$ cat src/rtl/rbe_accumulators_readout_pkg.sv
// Shared types and defaults for the RBE accumulator readout sequencer.
// The beat struct is sized by the package widths, so the top-level width parameters must keep them.
package rbe_package;

  localparam int RBE_DATA_WIDTH         = 32;
  localparam int RBE_WIDTH_FACTOR       = 4;
  localparam int RBE_READOUT_FIFO_DEPTH = 2;

  typedef enum logic [2:0] {
    ST_IDLE,
    ST_READ,
    ST_DRAIN,
    ST_CLEAR,
    ST_DONE
  } readout_state_e;

  typedef struct packed {
    logic [RBE_WIDTH_FACTOR*RBE_DATA_WIDTH-1:0] data;
    logic [RBE_WIDTH_FACTOR-1:0]                strb;
    logic                                       last;
  } readout_beat_t;

endpackage

$ cat src/rtl/rbe_accumulators_readout_fifo.sv
// Small synchronous FIFO of readout beats with occupancy output.
// Supports a push and a pop in the same cycle even when full.
module rbe_readout_fifo
  import rbe_package::*;
#(
  parameter int DEPTH = RBE_READOUT_FIFO_DEPTH
) (
  input  logic                         clk_i,
  input  logic                         rst_ni,
  input  logic                         push_i,
  input  readout_beat_t                data_i,
  input  logic                         pop_i,
  output readout_beat_t                data_o,
  output logic                         full_o,
  output logic                         empty_o,
  output logic [$clog2(DEPTH+1)-1:0]   occupancy_o
);

  localparam int PW = (DEPTH > 1) ? $clog2(DEPTH) : 1;
  localparam int CW = $clog2(DEPTH + 1);

  readout_beat_t   r_mem [DEPTH];
  logic [PW-1:0]   r_wptr;
  logic [PW-1:0]   r_rptr;
  logic [CW-1:0]   r_count;
  logic            w_push;
  logic            w_pop;

  function automatic logic [PW-1:0] next_ptr(input logic [PW-1:0] p);
    return (p == PW'(DEPTH - 1)) ? '0 : p + PW'(1);
  endfunction

  assign empty_o     = (r_count == '0);
  assign full_o      = (r_count == CW'(DEPTH));
  assign occupancy_o = r_count;
  assign data_o      = r_mem[r_rptr];

  assign w_pop  = pop_i && !empty_o;
  assign w_push = push_i && (!full_o || w_pop);

  always_ff @(posedge clk_i) begin
    if (w_push) r_mem[r_wptr] <= data_i;
  end

  always_ff @(posedge clk_i) begin
    if (!rst_ni) begin
      r_wptr  <= '0;
      r_rptr  <= '0;
      r_count <= '0;
    end else begin
      if (w_push) r_wptr <= next_ptr(r_wptr);
      if (w_pop)  r_rptr <= next_ptr(r_rptr);
      case ({w_push, w_pop})
        2'b10:   r_count <= r_count + CW'(1);
        2'b01:   r_count <= r_count - CW'(1);
        default: r_count <= r_count;
      endcase
    end
  end

endmodule

$ cat src/rtl/rbe_accumulators_readout.sv
// Read-side sequencer for the RBE accumulator bank: issues credit-limited reads, buffers the
// registered read data and streams it out, optionally clearing the bank once drained.
//   state | meaning
//   IDLE  | waiting for start_i
//   READ  | issuing reads while FIFO credit allows
//   DRAIN | last read issued, waiting for FIFO empty and nothing in flight
//   CLEAR | one-cycle bank clear
//   DONE  | one-cycle done pulse
module rbe_accumulators_readout
  import rbe_package::*;
#(
  parameter int ADDR_WIDTH   = 5,
  parameter int DATA_WIDTH   = RBE_DATA_WIDTH,
  parameter int NUM_WORDS    = 2**ADDR_WIDTH,
  parameter int WIDTH_FACTOR = RBE_WIDTH_FACTOR,
  parameter int FIFO_DEPTH   = RBE_READOUT_FIFO_DEPTH
) (
  input  logic                               clk_i,
  input  logic                               rst_ni,
  input  logic                               start_i,
  input  logic                               wide_i,
  input  logic [ADDR_WIDTH-1:0]              base_addr_i,
  input  logic [ADDR_WIDTH:0]                nb_words_i,
  input  logic                               clear_after_i,
  output logic                               acc_re_o,
  output logic [ADDR_WIDTH-1:0]              acc_raddr_o,
  output logic                               acc_wide_enable_o,
  output logic                               acc_clear_o,
  input  logic [WIDTH_FACTOR*DATA_WIDTH-1:0] acc_rdata_wide_i,
  output logic [WIDTH_FACTOR*DATA_WIDTH-1:0] data_o,
  output logic [WIDTH_FACTOR-1:0]            strb_o,
  output logic                               last_o,
  output logic                               valid_o,
  input  logic                               ready_i,
  output logic                               busy_o,
  output logic                               done_o
);

  localparam int CNT_W = ADDR_WIDTH + 1;
  localparam int OCC_W = $clog2(FIFO_DEPTH + 1);
  localparam int BW    = WIDTH_FACTOR * DATA_WIDTH;

  readout_state_e            r_state;
  readout_state_e            w_state_next;
  logic                      r_wide;
  logic                      r_clear_after;
  logic [ADDR_WIDTH-1:0]     r_addr;
  logic [CNT_W-1:0]          r_beats_left;
  logic [CNT_W-1:0]          r_words_left;
  logic                      r_inflight;
  logic [WIDTH_FACTOR-1:0]   r_if_strb;
  logic                      r_if_last;

  logic [CNT_W-1:0]          w_nb;
  logic [CNT_W:0]            w_nb_round;
  logic [CNT_W-1:0]          w_beats;
  logic [CNT_W-1:0]          w_step_words;
  logic [WIDTH_FACTOR-1:0]   w_issue_strb;
  logic                      w_start;
  logic                      w_credit;
  logic                      w_issue;
  logic                      w_final_issue;
  logic                      w_empty;
  logic                      w_full;
  logic [OCC_W-1:0]          w_occ;
  readout_beat_t             w_push_beat;
  readout_beat_t             w_head;

  assign w_nb       = (nb_words_i > CNT_W'(NUM_WORDS)) ? CNT_W'(NUM_WORDS) : nb_words_i;
  assign w_nb_round = ({1'b0, w_nb} + (CNT_W+1)'(WIDTH_FACTOR - 1)) / (CNT_W+1)'(WIDTH_FACTOR);
  assign w_beats    = wide_i ? w_nb_round[CNT_W-1:0] : w_nb;
  assign w_start    = (r_state == ST_IDLE) && start_i;

  // Occupancy is taken before any same-cycle pop, so the credit check is conservative.
  assign w_credit = !w_full &&
                    (((OCC_W+1)'(w_occ) + (OCC_W+1)'(r_inflight)) < (OCC_W+1)'(FIFO_DEPTH));
  assign w_issue       = (r_state == ST_READ) && w_credit;
  assign w_final_issue = w_issue && (r_beats_left == CNT_W'(1));

  assign w_step_words = r_wide ? ((r_words_left > CNT_W'(WIDTH_FACTOR)) ? CNT_W'(WIDTH_FACTOR)
                                                                        : r_words_left)
                               : CNT_W'(1);

  always_comb begin
    w_issue_strb = '0;
    for (int i = 0; i < WIDTH_FACTOR; i++) begin
      w_issue_strb[i] = r_wide ? (r_words_left > CNT_W'(i)) : (i == 0);
    end
  end

  always_ff @(posedge clk_i) begin
    if (!rst_ni) r_state <= ST_IDLE;
    else         r_state <= w_state_next;
  end

  always_comb begin
    w_state_next = r_state;
    acc_re_o     = 1'b0;
    acc_clear_o  = 1'b0;
    done_o       = 1'b0;
    busy_o       = 1'b1;
    case (r_state)
      ST_IDLE: begin
        busy_o = 1'b0;
        if (start_i) w_state_next = (w_nb == '0) ? ST_DONE : ST_READ;
      end
      ST_READ: begin
        acc_re_o = w_issue;
        if (w_final_issue) w_state_next = ST_DRAIN;
      end
      ST_DRAIN: begin
        if (w_empty && !r_inflight) w_state_next = r_clear_after ? ST_CLEAR : ST_DONE;
      end
      ST_CLEAR: begin
        acc_clear_o  = 1'b1;
        w_state_next = ST_DONE;
      end
      ST_DONE: begin
        done_o       = 1'b1;
        w_state_next = ST_IDLE;
      end
      default: w_state_next = ST_IDLE;
    endcase
  end

  always_ff @(posedge clk_i) begin
    if (!rst_ni) begin
      r_wide        <= 1'b0;
      r_clear_after <= 1'b0;
      r_addr        <= '0;
      r_beats_left  <= '0;
      r_words_left  <= '0;
      r_inflight    <= 1'b0;
      r_if_strb     <= '0;
      r_if_last     <= 1'b0;
    end else begin
      r_inflight <= w_issue;
      r_if_strb  <= w_issue_strb;
      r_if_last  <= w_final_issue;
      if (w_start) begin
        r_wide        <= wide_i;
        r_clear_after <= clear_after_i;
        r_addr        <= base_addr_i;
        r_beats_left  <= w_beats;
        r_words_left  <= w_nb;
      end else if (w_issue) begin
        r_addr       <= r_addr + (r_wide ? ADDR_WIDTH'(WIDTH_FACTOR) : ADDR_WIDTH'(1));
        r_beats_left <= r_beats_left - CNT_W'(1);
        r_words_left <= r_words_left - w_step_words;
      end
    end
  end

  // Narrow reads only trust lane 0 of the bank output; upper lanes are zeroed.
  always_comb begin
    w_push_beat.data = r_wide ? acc_rdata_wide_i : BW'(acc_rdata_wide_i[DATA_WIDTH-1:0]);
    w_push_beat.strb = r_if_strb;
    w_push_beat.last = r_if_last;
  end

  rbe_readout_fifo #(
    .DEPTH (FIFO_DEPTH)
  ) u_fifo (
    .clk_i       (clk_i),
    .rst_ni      (rst_ni),
    .push_i      (r_inflight),
    .data_i      (w_push_beat),
    .pop_i       (valid_o && ready_i),
    .data_o      (w_head),
    .full_o      (w_full),
    .empty_o     (w_empty),
    .occupancy_o (w_occ)
  );

  assign valid_o           = !w_empty;
  assign data_o            = valid_o ? w_head.data : '0;
  assign strb_o            = valid_o ? w_head.strb : '0;
  assign last_o            = valid_o && w_head.last;
  assign acc_raddr_o       = r_addr;
  assign acc_wide_enable_o = r_wide && busy_o;

endmodule

$ cat config.mk
export PLATFORM = sky130hd
export DESIGN_NAME = rbe_accumulators_readout
export DESIGN_NICKNAME = d
export VERILOG_FILES = /design/src/rtl/rbe_accumulators_readout_pkg.sv /design/src/rtl/rbe_accumulators_readout_fifo.sv /design/src/rtl/rbe_accumulators_readout.sv
export SDC_FILE = /design/constraint.sdc
export NUM_CORES = 1
export LEC_CHECK = 0
export ABC_AREA = 1
export CAP_MARGIN = 5
export CELL_PAD_IN_SITES_DETAIL_PLACEMENT = 2
export CELL_PAD_IN_SITES_GLOBAL_PLACEMENT = 2
export CORE_MARGIN = 2
export CORE_UTILIZATION = 31
export CTS_CLUSTER_SIZE = 14
export DETAILED_ROUTE_END_ITERATION = 10
export PLACE_DENSITY_LB_ADDON = 0.05
export RECOVER_POWER = 50
export SLEW_MARGIN = 15
export SYNTH_ARGS = -nofsm -noshare
export SYNTH_HDL_FRONTEND = slang
export SYNTH_SLANG_ARGS = --single-unit
$ cat constraint.sdc
create_clock -name clk_i -period 9.7 [get_ports clk_i]
set_clock_uncertainty 0.1 [all_clocks]
set_input_delay 1.94 -clock clk_i [delete_from_list [all_inputs] [get_ports clk_i]]
set_output_delay 1.94 -clock clk_i [all_outputs]
set_load 0.05 [all_outputs]
==> results by group <==
Pwr
  • Pwr per Cell Area: ~320 nW/um2
  • Power Total: between 5 and 6 mW
  • Peak supply drop: around 0.00019 V
  • P_leak: 6.87 nW

STA
  • Tcrit/Tclk final: between 60% and 70%
  • Endpoints failing setup: 0
  • Setup WS post-layout: 3550 ps
  • Max-slew violations: between 60 and 70
  • RSZ-0062 raised after global routing: no
  • Final min period: around 6100 ps
  • TNS Setup: 0 ps
  • Fmax: 0.163 GHz
  • Slew headroom: -115%
  • Final hold vios: 0
  • Slew at the pin closest to its max-slew limit: 3220 ps

Die
  • Die area: 42300 um2
  • Starting Density: 31.6%
  • Rows: 73
  • Die Width: ~200 um
  • DIE HEIGHT: 206 um
  • Total core area: 39900 um2
  • I/O pins: between 200 and 300

Worst setup path
  • Crit path DAT: 6190 ps
  • WS Path Type: primary input to register
  • Cell chain of the critical path: dlygate4sd3_1 > inv_1 > a31oi_1 > inv_1 > nor2_1 > buf_4
  • Critical path's slowest cell: nor2_1
  • Crit-path max cell delay: 2360 ps
  • CP Max Fanout: 54
  • WP depth: 6
  • Gate family responsible for the most delay along the worst path: simple AND/OR/NAND/NOR gates
  • Critical path capture point type: register
  • Worst Path Buf+Inv: 4
  • Critical Path Most Common Cell: inv_1
  • CP required: 9740 ps
  • R2R depth: 5
  • Startpoint Class: primary input

Min path
  • Hold Path Class: register to register
  • Hold path depth: 0

Synthesis
  • Syn_area_per_cell: ~10 um2
  • YS warnings: 0
  • Sequential fraction of the synthesis area: between 60% and 70%
  • Cell area after synthesis: roughly 13000 um2
  • Synth Register Bits: approximately 300
  • Post-Synthesis Cells: approximately 1200
  • Synth cell types: 37

Clock network
  • Worst-path clk slew: roughly 60 ps
  • CTS tree: done
  • Setup Buffers After CTS: 0
  • Clock root buffer: clkbuf_16
  • CTS Buf Count: 36
  • Cts repair resizes: 0
  • CTS H-Tree Depth: 2
  • Worst-skew pair later-pin latency: 540 ps
  • CTS Sinks: 299
  • Clock buffer depth: 3
  • Hold buffer count at CTS: 0

Global route
  • Initial antenna violation count: 7
  • Largest net degree at the start of global routing: 90
  • GRT overflow: 0
  • Global-route wire length before repair: 58.8 mm
  • Vias in the first global route: ~10000
  • Total track usage: 18.4%

Place
  • Place WS: 4150 ps
  • I/O Buffers: 288
  • GPL Wtd Cong: between 0.7 and 0.8
  • Dpl hpwl: approximately 25 mm

Drt
  • First-pass DRT Iterations: 4
  • Iteration-0 DRC Markers: 383
  • Routed len/inst: 18.9 um
  • DRC: 0
  • Post-Route WL: 38.5 mm
  • Vias: 9515
  • Vias/cell: 4.68
  • Post-route ant nets: 0

Cells and area
  • Layout cells sized above 1: under 10%
  • Synthesis-to-layout area growth: 35.5%
  • Highest-count cells in the layout ignoring fill and taps: nand2_1 (409), edfxtp_1 (266), a21oi_1 (156), clkdlybuf4s50_1 (155), inv_1 (143)
  • Commonest non-fill, non-tap cell in the layout: nand2_1
  • Nets@finish: 1634

Status
  • Status: finished with violations
  • Failing checks: max-capacitance violations, max-slew violations

Run
  • Max_cap viols: 2
==> cell families after synthesis <==
family	after synthesis	share of synthesized area (%)
AOI/OAI and AO/OA	200	8.43
xor gates and xnor gates	3	0.209
adders and majority gates	10	1.05
buffers and inverters	208	6.51
DFF	299	68.6
other	1	0.0298
and+or+nand+nor	483	15.1
==> registers in the layout, summed over array words and instances, names as in the netlist, named ones only <==
signal and flops:
r_beats_left 6, r_clear_after 1, r_if_last 1, u_fifo.r_wptr 1, r_words_left 6, u_fifo.occupancy_o 2, u_fifo.r_mem 266, r_inflight 1
r_state 3, u_fifo.r_rptr 1, acc_raddr_o 5, r_if_strb 4, r_wide 1
==> synth_stat cells <==
| library cell | count | area share (%) |
|---|---|---|
| nand4_1 | 4 | 0.20 |
| o21ai_0 | 18 | 0.71 |
| buf_1 | 8 | 0.24 |
| nor3_4 | 2 | 0.26 |
| nor2_2 | 3 | 0.15 |
| o31ai_1 | 1 | 0.060 |
| inv_2 | 5 | 0.15 |
| edfxtp_1 | 266 | 63 |
| a31oi_1 | 6 | 0.30 |
| nand2_1 | 407 | 12 |
| ha_1 | 9 | 0.89 |
| clkbuf_1 | 31 | 0.92 |
| or2_1 | 1 | 0.050 |
| o21ai_1 | 4 | 0.16 |
| a32oi_1 | 1 | 0.070 |
| conb_1 | 1 | 0.030 |
| nand3_1 | 19 | 0.75 |
| a21oi_1 | 156 | 6.2 |
| dfxtp_1 | 33 | 5.2 |
| a211oi_1 | 2 | 0.12 |
| nor2_1 | 34 | 1.0 |
| and3_1 | 1 | 0.050 |
| o211a_1 | 1 | 0.079 |
| buf_2 | 20 | 0.79 |
| xor2_1 | 2 | 0.14 |
| o22ai_1 | 1 | 0.050 |
| o211ai_1 | 3 | 0.18 |
| buf_6 | 2 | 0.18 |
| a211oi_2 | 1 | 0.099 |
| inv_1 | 142 | 4.2 |
| xnor2_1 | 1 | 0.070 |
| nand2_2 | 5 | 0.25 |
| o21bai_1 | 1 | 0.060 |
| fa_1 | 1 | 0.16 |
| nor3_1 | 6 | 0.24 |
| o221ai_1 | 5 | 0.35 |
| or2_2 | 1 | 0.050 |
==> final cells by class <==
type / count / area [um2]
Antenna cell: 4 / 10.0
Clock buffer: 51 / 998
Clock inverter: 14 / 123
Fill cell: 4145 / 22800
Inverter: 147 / 554
Multi-Input combinational cell: 698 / 3130
Sequential cell: 299 / 8660
Tap cell: 525 / 657
Timing Repair Buffer: 297 / 2950
==> metal layers <==
metal / vias up / track usage [%] / part of all wire (%) / wire [um]
li1: 4549 / - / - / -
met1: 4736 / 22.7 / 43 / 16500
met2: 183 / 32.9 / 51 / 19700
met3: 47 / 3.42 / 4.3 / 1660
met4: 0 / 4.52 / 1.6 / 622
met5: - / 0 / 0 / 0
==> report_power, final <==
group | total, mW | switching [mW] | internal (mW)
registers | 1.74 | 0.111 | 1.63
logic | 2.45 | 1.77 | 0.681
clock network | 1.29 | 0.517 | 0.771
==> path summary, 6_finish.rpt <==
check	slack [ps]	startpoint	end
setup / recovery	3550	ready_i	u_fifo.r_mem[0][124]
hold / removal	330	r_if_last	u_fifo.r_mem[0][0]
setup reg to reg	5040	u_fifo.occupancy_o[0]	u_fifo.r_mem[0][124]
hold reg to reg	330	r_if_last	u_fifo.r_mem[0][0]
==> per-stage QoR <==
step                util (%)  instances  instance area (um2)  hold WS [ps]
CTS                     42.8       2031                17100           336
global placement        40.0       1966                16000           306
finish                  42.8       2035                17100           333
global route            42.8       2033                17100           346
detailed placement      40.0       1966                16000           323
floorplan                  -       1205                12600           304
No activity file was read; power rests on OpenSTA's default activity.
